<file path="config.mk">
export PLATFORM = sky130hd
export DESIGN_NAME = ttr_vote_stage
export DESIGN_NICKNAME = d
export VERILOG_FILES = /design/src/rtl/ttr_vote_stage.sv
export SDC_FILE = /design/constraint.sdc
export NUM_CORES = 1
export LEC_CHECK = 0
export CORE_UTILIZATION = 45
export CTS_CLUSTER_SIZE = 24
export DETAILED_ROUTE_END_ITERATION = 12
export MAX_ROUTING_LAYER = met4
export PLACE_DENSITY_LB_ADDON = 0.2
export SYNTH_ARGS = -nofsm -noshare
export SYNTH_HDL_FRONTEND = slang
export SYNTH_SLANG_ARGS = --single-unit
export TNS_END_PERCENT = 100
</file>
<file path="constraint.sdc">
create_clock -name clk -period 1.5 [get_ports clk]
set_clock_uncertainty 0.2 [all_clocks]
set_input_delay 0.45 -clock clk [delete_from_list [all_inputs] [get_ports clk]]
set_output_delay 0.45 -clock clk [all_outputs]
set_load 0.05 [all_outputs]
</file>
<file path="src/rtl/ttr_vote_stage.sv">
// Time-triple-redundancy vote stage: collects three time-redundant samples per frame and majority-votes them.
// Optional saturating mismatch counter is built only when TTR_ERRCNT_EN is defined.
module ttr_vote_stage #(
    parameter int WIDTH = 8,
    parameter int CNTW  = 8
) (
    input  logic             clk,
    input  logic             reset,
    input  logic [1:0]       ctr,
    input  logic [WIDTH-1:0] din,
    input  logic             clr_err,
    output logic [WIDTH-1:0] dout,
    output logic             dout_valid,
    output logic             mis,
    output logic             uncorr,
    output logic             sync_err,
    output logic             ctr_mis,
    output logic [CNTW-1:0]  err_cnt
);

    typedef enum logic [1:0] {
        IDLE  = 2'd0,
        GOT_A = 2'd1,
        GOT_B = 2'd2
    } state_t;

    function automatic logic [WIDTH-1:0] majority(
        input logic [WIDTH-1:0] a,
        input logic [WIDTH-1:0] b,
        input logic [WIDTH-1:0] c
    );
        majority = (a & b) | (a & c) | (b & c);
    endfunction

    state_t           state_q, state_d;
    logic [WIDTH-1:0] a_q, a_d;
    logic [WIDTH-1:0] b_q, b_d;
    logic [WIDTH-1:0] dout_q, dout_d;
    logic             mis_q, mis_d;
    logic             uncorr_q, uncorr_d;
    logic             dout_valid_q;
    logic             sync_err_q;
    logic             ctr_mis_q;
    logic             stb;
    logic             frame_done;
    logic             sync_set;

    // Either strobe copy alone keeps framing alive if the other sticks low.
    assign stb = ctr[0] | ctr[1];

    always_comb begin
        state_d    = state_q;
        a_d        = a_q;
        b_d        = b_q;
        frame_done = 1'b0;
        sync_set   = 1'b0;
        if (stb) begin
            a_d      = din;
            state_d  = GOT_A;
            sync_set = (state_q != IDLE);
        end else begin
            case (state_q)
                GOT_A: begin
                    b_d     = din;
                    state_d = GOT_B;
                end
                GOT_B: begin
                    frame_done = 1'b1;
                    state_d    = IDLE;
                end
                default: state_d = IDLE;
            endcase
        end
    end

    always_comb begin
        dout_d   = dout_q;
        mis_d    = mis_q;
        uncorr_d = uncorr_q;
        if (frame_done) begin
            dout_d   = majority(a_q, b_q, din);
            mis_d    = (a_q != b_q) | (b_q != din);
            uncorr_d = (a_q != b_q) & (b_q != din) & (a_q != din);
        end
    end

    always_ff @(posedge clk) begin
        if (reset) begin
            state_q      <= IDLE;
            a_q          <= '0;
            b_q          <= '0;
            dout_q       <= '0;
            mis_q        <= 1'b0;
            uncorr_q     <= 1'b0;
            dout_valid_q <= 1'b0;
        end else begin
            state_q      <= state_d;
            a_q          <= a_d;
            b_q          <= b_d;
            dout_q       <= dout_d;
            mis_q        <= mis_d;
            uncorr_q     <= uncorr_d;
            dout_valid_q <= frame_done;
        end
    end

    // Sticky flags: a set event in the same cycle as clr_err wins.
    always_ff @(posedge clk) begin
        if (reset) begin
            sync_err_q <= 1'b0;
            ctr_mis_q  <= 1'b0;
        end else begin
            if (sync_set) begin
                sync_err_q <= 1'b1;
            end else if (clr_err) begin
                sync_err_q <= 1'b0;
            end
            if (ctr[0] != ctr[1]) begin
                ctr_mis_q <= 1'b1;
            end else if (clr_err) begin
                ctr_mis_q <= 1'b0;
            end
        end
    end

`ifdef TTR_ERRCNT_EN
    function automatic logic [CNTW-1:0] sat_inc(input logic [CNTW-1:0] cnt);
        sat_inc = (cnt == {CNTW{1'b1}}) ? cnt : cnt + 1'b1;
    endfunction

    logic [CNTW-1:0] err_cnt_q, err_cnt_d;
    logic            cnt_inc;

    // Counts at the edge that publishes the frame, so err_cnt moves with dout_valid.
    assign cnt_inc = frame_done & mis_d;

    always_comb begin
        err_cnt_d = err_cnt_q;
        if (cnt_inc) begin
            err_cnt_d = clr_err ? {{(CNTW-1){1'b0}}, 1'b1} : sat_inc(err_cnt_q);
        end else if (clr_err) begin
            err_cnt_d = '0;
        end
    end

    always_ff @(posedge clk) begin
        if (reset) begin
            err_cnt_q <= '0;
        end else begin
            err_cnt_q <= err_cnt_d;
        end
    end

    assign err_cnt = err_cnt_q;
`else
    assign err_cnt = '0;
`endif

    assign dout       = dout_q;
    assign dout_valid = dout_valid_q;
    assign mis        = mis_q;
    assign uncorr     = uncorr_q;
    assign sync_err   = sync_err_q;
    assign ctr_mis    = ctr_mis_q;

endmodule

</file>
# Word level (Yosys, flattened, before mapping)
# Index checks and enable logic that the tools add are counted.
# W data, S select, Z words.
op_classes:
  mux: 8
  bitwise: 10
  eq_ne: 6
  reduce_logical: 5
ops:
  columns: ["op", "count"]
  rows:
  - ["$and A8 B8 Y8", 3]
  - ["$ne A8 B8 Y1", 3]
  - ["$or A8 B8 Y8", 2]
  - ["$mux W1", 7]
  - ["$reduce_bool A2 Y1", 3]
  - ["$and A1 B1 Y1", 2]
  - ["$eq A2 B1 Y1 const B", 1]
  - ["$eq A2 B2 Y1 const B", 1]
  - ["$mux W2", 1]
  - ["$or A1 B1 Y1", 2]
  - ["$reduce_and A2 Y1", 1]
  - ["$reduce_or A2 Y1", 1]
  - ["$ne A1 B1 Y1", 1]
  - ["$not A1 Y1", 1]
totals:
  in_bits: 13
  out_inout_bits: 21
  elab_cells: 39
  regBits: 31

# Depth between registers and ports, before layout
depth:
  depth_word: 3
  ltp_mapped: 7
  depth_no_buf: 5

# Worst setup path after synthesis
# OpenSTA, ideal clock, no wires.
synth_path:
  kind: "input to register"
  startpoint: "in din[0]"
  endpoint: "reg mis_q, in the netlist mis"
  setup_slack_ns: -0.135
  required_ns: 1.175
  setup_ns: 0.125
  path_stages: 4
  arrival_ns: 1.309
  cell_sequence: "ha_1 -> nor4_1 -> and4_1 -> a211oi_2"
synth_via:
  elab_chain_len: 2
synth_lines:
  columns: ["element", "line", "text"]
  rows:
  - ["start, declared", "10", "input logic [WIDTH-1:0] din,"]
  - ["$ne A8 B8 Y1", "82", "mis_d = (a_q != b_q) | (b_q != din);"]
  - ["$or A1 B1 Y1", "82", null]
  - ["end signal, assigned", "101", "mis_q <= mis_d;"]
  - ["end, declared", "39", "logic mis_q, mis_d;"]
# No other way between the ends.
# A chain may end at the register's enable or synchronous reset.

# Final worst setup path
# Ends and elaborated chain as after synthesis.

==> run metrics <==
Worst Hold Class=reg -> reg; Unique masters post-synth=24; fraction of registers with async set or reset after synthesis=0; critical path cell sequence=dlygate4sd2_1 -> ha_1 -> nor4_4 -> and4_1 -> a211oi_2; Routed WL=3970 um; failing checks=setup timing; CP Max Fanout=4; Final min period=1.58 ns; max-slew violations=0; number of H-tree levels=2; CP Buf/Inv Count=1; Flop pwr share=0.442; Worst Hold Depth=2; Final WS setup=-0.0766 ns; P&R area growth vs syn=64.4%; outcome=finished with violations; CP arrival=1.61 ns; cell count after synthesis=155; Int Power=1.45 mW; share of layout cells above drive strength 1=0.562; hold endpoint=ctr_mis$_SDFFE_PP0P_; root buffer cell=clkbuf_4; Num CTS Buffers=5; wire per inst=16.0 um; leakage=1.09 nW; hold buffers post-CTS=0; final hold vios=0; Worst Path Required=1.54 ns; total grt overflow=0; Initial Util=0.475; Row Count=21; endpoint class of the critical path=register; Fmax achieved=634 MHz; R2R Setup Slk=-0.05 ns; Clk pwr share=0.344; number of global-route vias before repair=1307; number of buffer cells added on primary ports=25; Synth top cells by count=dfxtp_1, nor2_1, ha_1; Max IR drop VDD=0.000697 V; CP Launch Type=primary input; hold path startpoint=ctr_mis$_SDFFE_PP0P_; most common cell in the netlist=dfxtp_1; period utilization=1.05; largest net degree at the start of global routing=16; Sw Pwr=0.559 mW; drt first pass iters=4; # clock sinks=31; GRT Util Overall=0.244; worst skew pair latency=0.33 ns; top_reg_cell synth=dfxtp_1; Logic pwr share=0.214; EDFF count, synth=0; Clock Tree Buf Depth=2; GP Congestion=0.812; initial drt markers=30; TritonCTS clock tree=yes; Area contributors post-synth=dfxtp_1, ha_1, mux2i_1; share of the synthesized area in the top cell type=0.388; worst stage delay on the critical path=0.36 ns; synth warn=0; core box area=3360 um2; RSZ-0062 raised after global routing=true; die area=3790 um2; initial antenna violation count=0; CP delay by family, top=simple AND/OR/NAND/NOR gates; drc violations=0; Sw Share=0.279; total power=2.00 mW; PwrDens=763 nW/um2; area occupied by registers=663 um2; post-synthesis sequential area ratio=0.388; Final Setup Violations=4; maxcap violations=0; largest area contributor in the netlist=dfxtp_1; vias post-DR=1276; chip width=61.6 um; Final HPWL DP=2650 um; Fin Setup TNS=-0.144 ns; Reg2Reg Depth=4; nets=240; Mapped Avg Cell Area=10.3 um2; Routed Antenna Nets=0; Worst-path clk slew=0.10 ns; CP max-delay cell=ha_1; worst r2r src=b_q[2]$_SDFFE_PP0P_; CP Class=in -> reg; Crit. Startpoint=din[0]; number of diodes=0; filler cell count=225; Die Y-Extent=61.6 um; via-per-instance ratio=5.12; I/O pin cnt=34; post-synthesis register bit count=31; Mapped Area=1600 um2; first-pass GRT wire length=6260 um; Multi-input gate area=1200 um2; FF-to-FF End=mis$_SDFFE_PP0P_
[state kept, by name, summed over array words and instances, names as in the netlist]
register and count:
sync_err 1, ctr_mis 1, state_q 2, b_q 8, a_q 8, dout 8, uncorr 1, dout_valid 1
mis 1
[cells by family (layout without fill, tap and decap cells)]
logic type / count (synthesis) / count (layout) / share of synthesized area
mux: 16 / 16 / 0.100
compound gates: 12 / 12 / 0.0854
simple gates: 52 / 52 / 0.152
buf+inv: 18 / 59 / 0.0760
flops: 31 / 31 / 0.388
fa+ha+maj: 25 / 25 / 0.196
other cells: 1 / 8 / 0.00235
[through the flow]
stage	setup WS [ns]	instance area [um2]	instances	utilization	hold WS, ns
finish	-0.0766	2630	249	0.781	0.322
global route	-0.107	2630	249	0.781	0.337
CTS	-0.0294	2590	247	0.770	0.317
detailed placement	-0.790	2280	235	0.677	0.327
global placement	-0.713	2280	235	0.677	0.313
floorplan	-0.0168	1810	162	-	0.295
[timing repair]
item                       4_1_cts  5_1_grt
setup buffers                    3        2
pin swaps                        8        4
gates resized for setup         66        8
cloned                           1        0
setup endpoints to repair       42       20
[metal layers]
metal / vias up / wire (um) / track usage
met3: 9 / 128 / 0.0588
met2: 27 / 2070 / 0.421
met5: - / 0 / -
met4: 0 / 85 / 0.0952
li1: 629 / - / -
met1: 611 / 1690 / 0.268
[worst reg2reg max path: stages (launching register included)]
cell	delay (ns)
dfxtp_2	0.40
ha_4	0.23
nor4_4	0.32
and4_1	0.24
a211oi_2	0.06
[power by group through the flow]
| stage | clock network [mW] | registers, mW | logic [mW] |
|---|---|---|---|
| final | 0.689 | 0.886 | 0.429 |
| after global routing | 0.742 | 0.891 | 0.460 |
| after CTS | 0.702 | 0.888 | 0.416 |
| after detailed placement | 0 | 0.901 | 0.366 |
| after global placement | 0 | 0.899 | 0.353 |
| after floorplan | 0 | 0.915 | 0.207 |
[layout make-up]
| cell class | instances | share of cell area |
|---|---|---|
| multi-input cells | 113 | 0.455 |
| well taps | 46 | 0.0219 |
| clock buffers | 6 | 0.0195 |
| inverters | 3 | 0.0110 |
| clock inverters | 2 | 0.0133 |
| repair buffers | 48 | 0.227 |
| flip-flops and latches | 31 | 0.252 |
[cell usage in the layout, fill, tap and decap left out, types with 3 or more instances in the layout]
master            n
nand2_1           3
dlygate4sd2_1     5
buf_12           14
nor4_4            4
nor2_1           29
clkbuf_4          5
dfxtp_2          22
dfxtp_4           4
buf_4            19
conb_1            8
dfxtp_1           5
mux2i_1          16
ha_1              7
clkdlybuf4s15_2   3
a211oi_2          9
nor3_1            6
ha_4             18
[how the worst max path moves through the flow]
stage                                  end  slack (ns)  cells after the start
after floorplan           mis$_SDFFE_PP0P_       -0.02                      4
after global placement    mis$_SDFFE_PP0P_       -0.71                      5
after detailed placement  mis$_SDFFE_PP0P_       -0.79                      5
after CTS                 mis$_SDFFE_PP0P_       -0.03                      5
after global routing      mis$_SDFFE_PP0P_       -0.11                      5
final                     mis$_SDFFE_PP0P_       -0.08                      5
Power figures use the tool's default switching activity.
